**src/rtl/mac_learn_table_aging.sv**
```systemverilog
// Learning MAC table with aging for the output-port-lookup path.
// Register-based, fully associative table. Each lookup resolves the egress
// mask for dst_mac and learns/refreshes src_mac against src_port.
// Ports:
//   clk, reset                 clock, asynchronous active-high reset
//   dst_mac, src_mac           MACs to resolve / learn
//   src_port                   one-hot ingress port
//   lookup_req, lookup_ready   request handshake (sampled in IDLE)
//   flush                      single-cycle pulse, invalidates the table
//   dst_ports                  egress mask, valid with lookup_done
//   lookup_done, lut_hit, lut_miss  one-cycle result strobes
//   num_entries                number of valid entries
module mac_learn_table_aging #(
    parameter int unsigned                         NUM_OUTPUT_QUEUES         = 8,
    parameter int unsigned                         LUT_DEPTH_BITS            = 4,
    parameter logic [NUM_OUTPUT_QUEUES-1:0]        DEFAULT_MISS_OUTPUT_PORTS = 8'h55,
    parameter int unsigned                         AGE_BITS                  = 2,
    parameter int unsigned                         AGE_PERIOD                = 1000000
) (
    input  logic                         clk,
    input  logic                         reset,
    input  logic [47:0]                  dst_mac,
    input  logic [47:0]                  src_mac,
    input  logic [NUM_OUTPUT_QUEUES-1:0] src_port,
    input  logic                         lookup_req,
    input  logic                         flush,
    output logic                         lookup_ready,
    output logic [NUM_OUTPUT_QUEUES-1:0] dst_ports,
    output logic                         lookup_done,
    output logic                         lut_hit,
    output logic                         lut_miss,
    output logic [LUT_DEPTH_BITS:0]      num_entries
);

    localparam int unsigned LUT_DEPTH = 2 ** LUT_DEPTH_BITS;
    localparam int unsigned IDX_W     = LUT_DEPTH_BITS;
    localparam int unsigned CNT_W     = LUT_DEPTH_BITS + 1;
    localparam int unsigned PRE_W     = $clog2(AGE_PERIOD);
    localparam int unsigned GROUP_BIT = 40;
    localparam logic [AGE_BITS-1:0] AGE_MAX  = '1;
    localparam logic [PRE_W-1:0]    PRE_LAST = PRE_W'(AGE_PERIOD - 1);

    typedef enum logic [1:0] {
        IDLE    = 2'd0,
        MATCH   = 2'd1,
        RESOLVE = 2'd2
    } state_t;

    // Table storage
    logic [LUT_DEPTH-1:0]         valid;
    logic [47:0]                  mac_tab  [LUT_DEPTH];
    logic [NUM_OUTPUT_QUEUES-1:0] port_tab [LUT_DEPTH];
    logic [AGE_BITS-1:0]          age_tab  [LUT_DEPTH];

    // Lookup pipeline state
    state_t                       state, state_next;
    logic [47:0]                  dst_mac_q, src_mac_q;
    logic [NUM_OUTPUT_QUEUES-1:0] src_port_q;
    logic [LUT_DEPTH-1:0]         dst_match_q, src_match_q;
    logic [LUT_DEPTH-1:0]         dst_match_c, src_match_c;
    logic                         flush_seen;
    logic [IDX_W-1:0]             rr_ptr;
    logic [PRE_W-1:0]             prescaler;
    logic                         tick;

    // Decoded lookup results
    logic                         dst_hit, src_hit, free_any;
    logic [IDX_W-1:0]             dst_idx, src_idx, free_idx;
    logic [CNT_W-1:0]             count_c;

    // Next-state / control
    logic                         lat_en;
    logic                         done_next, hit_next, miss_next;
    logic [NUM_OUTPUT_QUEUES-1:0] ports_next;
    logic                         wr_en, rr_adv;
    logic [IDX_W-1:0]             wr_idx;

    assign tick = (prescaler == PRE_LAST);

    // Associative compare against the latched MACs
    always_comb begin
        dst_match_c = '0;
        src_match_c = '0;
        for (int i = 0; i < LUT_DEPTH; i++) begin
            dst_match_c[i] = valid[i] && (mac_tab[i] == dst_mac_q);
            src_match_c[i] = valid[i] && (mac_tab[i] == src_mac_q);
        end
    end

    // Lowest-index encoders for the match vectors and the first free slot
    always_comb begin
        dst_hit  = 1'b0;
        src_hit  = 1'b0;
        free_any = 1'b0;
        dst_idx  = '0;
        src_idx  = '0;
        free_idx = '0;
        for (int i = 0; i < LUT_DEPTH; i++) begin
            if (dst_match_q[i] && !dst_hit) begin
                dst_hit = 1'b1;
                dst_idx = IDX_W'(i);
            end
            if (src_match_q[i] && !src_hit) begin
                src_hit = 1'b1;
                src_idx = IDX_W'(i);
            end
            if (!valid[i] && !free_any) begin
                free_any = 1'b1;
                free_idx = IDX_W'(i);
            end
        end
    end

    // Occupancy population count
    always_comb begin
        count_c = '0;
        for (int i = 0; i < LUT_DEPTH; i++) begin
            count_c = count_c + CNT_W'(valid[i]);
        end
    end

    // Next-state, result and learn decision
    always_comb begin
        state_next = state;
        lat_en     = 1'b0;
        done_next  = 1'b0;
        hit_next   = 1'b0;
        miss_next  = 1'b0;
        ports_next = dst_ports;
        wr_en      = 1'b0;
        wr_idx     = '0;
        rr_adv     = 1'b0;
        case (state)
            IDLE: begin
                if (lookup_req) begin
                    lat_en     = 1'b1;
                    state_next = MATCH;
                end
            end
            MATCH: begin
                state_next = RESOLVE;
            end
            RESOLVE: begin
                state_next = IDLE;
                done_next  = 1'b1;
                if (dst_mac_q[GROUP_BIT]) begin
                    ports_next = DEFAULT_MISS_OUTPUT_PORTS & ~src_port_q;
                    miss_next  = 1'b1;
                end else if (dst_hit) begin
                    ports_next = port_tab[dst_idx] & ~src_port_q;
                    hit_next   = 1'b1;
                end else begin
                    ports_next = DEFAULT_MISS_OUTPUT_PORTS & ~src_port_q;
                    miss_next  = 1'b1;
                end
                // A flush during the lookup (or on this edge) cancels the learn
                if (!src_mac_q[GROUP_BIT] && !flush && !flush_seen) begin
                    wr_en = 1'b1;
                    if (src_hit) begin
                        wr_idx = src_idx;
                    end else if (free_any) begin
                        wr_idx = free_idx;
                    end else begin
                        wr_idx = rr_ptr;
                        rr_adv = 1'b1;
                    end
                end
            end
            default: begin
                state_next = IDLE;
            end
        endcase
    end

    // State register and registered outputs
    always_ff @(posedge clk or posedge reset) begin
        if (reset) begin
            state        <= IDLE;
            lookup_ready <= 1'b1;
            dst_ports    <= '0;
            lookup_done  <= 1'b0;
            lut_hit      <= 1'b0;
            lut_miss     <= 1'b0;
            num_entries  <= '0;
        end else begin
            state        <= state_next;
            lookup_ready <= (state_next == IDLE);
            dst_ports    <= ports_next;
            lookup_done  <= done_next;
            lut_hit      <= hit_next;
            lut_miss     <= miss_next;
            num_entries  <= count_c;
        end
    end

    // Request latch, match vectors, flush tracking, pointer and prescaler
    always_ff @(posedge clk or posedge reset) begin
        if (reset) begin
            dst_mac_q   <= '0;
            src_mac_q   <= '0;
            src_port_q  <= '0;
            dst_match_q <= '0;
            src_match_q <= '0;
            flush_seen  <= 1'b0;
            rr_ptr      <= '0;
            prescaler   <= '0;
        end else begin
            if (lat_en) begin
                dst_mac_q  <= dst_mac;
                src_mac_q  <= src_mac;
                src_port_q <= src_port;
            end
            if (state == MATCH) begin
                dst_match_q <= dst_match_c;
                src_match_q <= src_match_c;
            end
            // Cleared when a new lookup is accepted; remembers a flush seen mid-lookup
            if (lat_en) begin
                flush_seen <= 1'b0;
            end else if (flush) begin
                flush_seen <= 1'b1;
            end
            if (flush) begin
                rr_ptr <= '0;
            end else if (rr_adv) begin
                rr_ptr <= rr_ptr + IDX_W'(1);
            end
            if (tick) begin
                prescaler <= '0;
            end else begin
                prescaler <= prescaler + PRE_W'(1);
            end
        end
    end

    // Valid bits and ages: flush > learn write > aging tick
    always_ff @(posedge clk or posedge reset) begin
        if (reset) begin
            valid <= '0;
            for (int i = 0; i < LUT_DEPTH; i++) begin
                age_tab[i] <= '0;
            end
        end else begin
            for (int i = 0; i < LUT_DEPTH; i++) begin
                if (flush) begin
                    valid[i] <= 1'b0;
                end else if (wr_en && (wr_idx == IDX_W'(i))) begin
                    valid[i]   <= 1'b1;
                    age_tab[i] <= '0;
                end else if (tick && valid[i]) begin
                    if (age_tab[i] == AGE_MAX) begin
                        valid[i] <= 1'b0;
                    end else begin
                        age_tab[i] <= age_tab[i] + AGE_BITS'(1);
                    end
                end
            end
        end
    end

    // Entry payload; only meaningful while the matching valid bit is set
    always_ff @(posedge clk) begin
        if (wr_en) begin
            mac_tab[wr_idx]  <= src_mac_q;
            port_tab[wr_idx] <= src_port_q;
        end
    end

endmodule

```
**config.mk**
```make
export PLATFORM = sky130hd
export DESIGN_NAME = mac_learn_table_aging
export DESIGN_NICKNAME = d
export VERILOG_FILES = /design/src/rtl/mac_learn_table_aging.sv
export SDC_FILE = /design/constraint.sdc
export NUM_CORES = 2
export LEC_CHECK = 0
export CORE_ASPECT_RATIO = 1.2
export CORE_MARGIN = 2
export CORE_UTILIZATION = 31
export DETAILED_ROUTE_END_ITERATION = 8
export PLACE_DENSITY_LB_ADDON = 0.25
export SLEW_MARGIN = 20
export SYNTH_ARGS = -nofsm -noshare
export SYNTH_HDL_FRONTEND = slang
export SYNTH_SLANG_ARGS = --single-unit
```
**constraint.sdc**
```tcl
create_clock -name clk -period 16.3 [get_ports clk]
set_input_delay 2.445 -clock clk [delete_from_list [all_inputs] [get_ports clk]]
set_output_delay 2.445 -clock clk [all_outputs]
set_load 0.02 [all_outputs]
```
==> flow_summary.ini <==
[status]
status = finished, final reports clean

[drt]
routed_via_density = 5.45
top_layer = met5
wl_met2_um = 106000
m1WireLength_um = 90600
antenna_left = 0
via_count = 36700
wl_um = 228000
drt_iter0_markers = 4597
drt_first_pass_iters = 6
routedWlPerCell_um = 33.9
dr_wl_met3_um = 18100
drc = 0

[pwr]
p_leak_nw = 21.7
p_clk_frac = 0.313
p_comb_frac = 0.270
intPower_mw = 5.64
switching_share = 0.368
switching_power_mw = 3.28
power-per-cell-area_nw_per_um2 = 140
seq_power_share = 0.417
vdd_drop_max_mv = 0.0904

[clocking]
cts.path.max_buffers = 3
cts_tree = built
clock_latency_ns = 0.77
cts_setup_buffers = 0
cts_buffers = 116
cts.sink_count = 1124
cts_root_buf = clkbuf_16
holdBufCountCts = 0
clk_pin_slew_worst_paths_ns = 0.06
htreeDepth = 3
cts_resized = 0

[critical_path]
crit_type = primary input to flip-flop
critPathMostFrequentCell = buf_4
start_kind = primary input
worstPathCellList = clkdlybuf4s50_1 > buf_4 > nor2_1 > nand2_1 > a21oi_1 > o21ai_0 > nand3_1 > nor2_4 > buf_4
critPathMaxStageDelay_ns = 0.63
cp-end-kind = flip-flop
crit_required_ns = 16.68
path_max_fanout = 50
critPathArrivalTime_ns = 5.72
critPathSlowestCell = buf_4

[logic_synthesis]
postSynth.asyncResetShare = 0.203
synth_ff_type = edfxtp_1
yosys_warnings = 0
synth_mux_area_frac = 0.0308
postSynthCellCount = 4144
syn_area_um2 = 55400
seq_area_frac_synth = 0.588
synth-compound-area-share = 0.0202
synth.distinct_cells = 65
synth_top_family_by_area = XOR/XNOR gates
syn_avg_cell_area_um2 = 13.4
synth_seq_cells = 1124
yosys.area_share.adder = 0.00925
synth-edff-count = 896
synthSimpleGateAreaFrac = 0.0849
yosys.area_share.xor_xnor = 0.249
syn_nets = 4287

[floorplanning]
core_um2 = 178000
initial_utilization = 0.311
rows = 170
die_w_um = 390
die_area_um2 = 182000
io_pins = 125
fp.dieH_um = 467

[sta]
min_period_over_period = 0.328
rsz0062_at_grt = false
maxSlewViolCount = 0
relSlewSlack = 0.234
setup_viol = 0
fin_skew_ns = 0.0344
tns_ns = 0
tightest_slew_ns = 1.14
min_period_ns = 5.34
hold_viol = 0
max_freq_mhz = 187

[global_route]
grt_pass1_wl_um = 309000
antenna_found_initial = 15
grt_max_degree = 86
grt_overflow = 0
grt_pass1_vias = 36200
grtUsageTotal = 0.246

[placement]
port_buffers = 124
routabilityCongestion = 0.936
dp_hpwl_um = 145000
place_inst = 6500

[cells_and_area]
drive_gt1_frac = 0.121
synthToLayoutAreaGrowth_pct = 15.3
final_common_cell = xor2_1
mostFrequentLayoutCells = xor2_1 (1002), edfxtp_1 (896), xnor2_1 (572)
nets = 4440
stdcell_count = 6723

[job]
maxCapViolCount = 0

[worst_hold_path]
hold_class = flip-flop to flip-flop
[worst paths after layout]
path                            slack, ns            from              to  cells past startpoint
min in group asynchronous            2.15           reset        state[1]                      2
worst max register to register      12.10  src_match_q[1]  mac_tab[1][26]                      7
worst min register to register       0.48    prescaler[0]    prescaler[0]                      1
worst max-delay path                10.96           flush  mac_tab[1][26]                      9
max in group asynchronous           12.03           reset   src_mac_q[31]                      4
worst min-delay path                 0.48    prescaler[0]    prescaler[0]                      1
[cell usage after synthesis, types with 7 or more instances]
cell | n | area share
nand3_1 | 59 | 0.0053
o221ai_1 | 8 | 0.0013
or4_1 | 7 | 0.00095
nand2b_1 | 7 | 0.00079
buf_2 | 7 | 0.00063
edfxtp_1 | 896 | 0.49
o22ai_1 | 26 | 0.0029
dfrtp_1 | 227 | 0.10
ha_1 | 25 | 0.0056
a22o_1 | 27 | 0.0043
xor2_1 | 1002 | 0.16
o21ai_0 | 25 | 0.0023
clkbuf_1 | 220 | 0.015
nor3_1 | 17 | 0.0015
mux2i_1 | 43 | 0.0078
nor4_1 | 306 | 0.035
fa_1 | 10 | 0.0036
inv_1 | 31 | 0.0021
mux2_2 | 104 | 0.021
a21oi_1 | 23 | 0.0021
nor2_1 | 110 | 0.0074
xnor2_1 | 572 | 0.090
nand3b_1 | 17 | 0.0023
nand4_1 | 182 | 0.021
nand2_1 | 118 | 0.0080
[layer usage]
| layer | vias to the layer above | GRT usage |
|---|---|---|
| met4 | 8 | 0.128 |
| met3 | 468 | 0.0387 |
| met1 | 19200 | 0.318 |
| met5 | - | 0 |
| li1 | 15100 | - |
| met2 | 1866 | 0.399 |
[sequential cells by signal, indices dropped and copies added, names as in the netlist, 2 cells and up]
name	flops
mac_tab	768
prescaler	20
valid	16
dst_mac_q	48
state	2
age_tab	32
dst_match_q	16
src_match_q	16
dst_ports	8
port_tab	128
src_port_q	8
src_mac_q	48
rr_ptr	4
num_entries	5
[stage by stage]
step           power, mW  instance area (um2)  utilization  hold slack, ns  setup WS, ns
2_1_floorplan       4.78                55400            -           0.430          7.61
3_3_place_gp        6.13                60000        0.337           0.472         10.33
3_5_place_dp        6.13                60000        0.337           0.478         10.29
4_1_cts             8.90                63900        0.359           0.487         11.08
5_1_grt             9.09                63900        0.359           0.523         10.80
6_report            8.92                63900        0.359           0.483         10.96
[critical path: cells and delay by family]
kind            cells  cell delay [ns]
buf+inv             3             1.38
compound gates      2             0.30
simple gates        4             1.49
[power by group through the flow]
stage,logic (mW),registers [mW],clock network (mW)
floorplan,1.27,3.51,0
global placement,2.36,3.77,0
detailed placement,2.35,3.77,0
CTS,2.37,3.71,2.83
global route,2.45,3.71,2.94
finish,2.41,3.72,2.79
[layout make-up]
class / instances / area (um2)
antenna: 2 / 5.00
clock buffer: 169 / 3430
inverter: 31 / 124
tap: 2322 / 2910
sequential: 1124 / 32700
fill: 17300 / 114000
multi-input combinational: 2759 / 22000
timing repair buffer: 265 / 2310
clock inverter: 51 / 502
[cells by family after synthesis]
kind of cell,after synthesis
buf+inv,261
mux,151
flops,1124
simple gates,842
compound gates,157
fa+ha+maj,35
xor+xnor,1574
No activity file was read; power rests on OpenSTA's default activity.
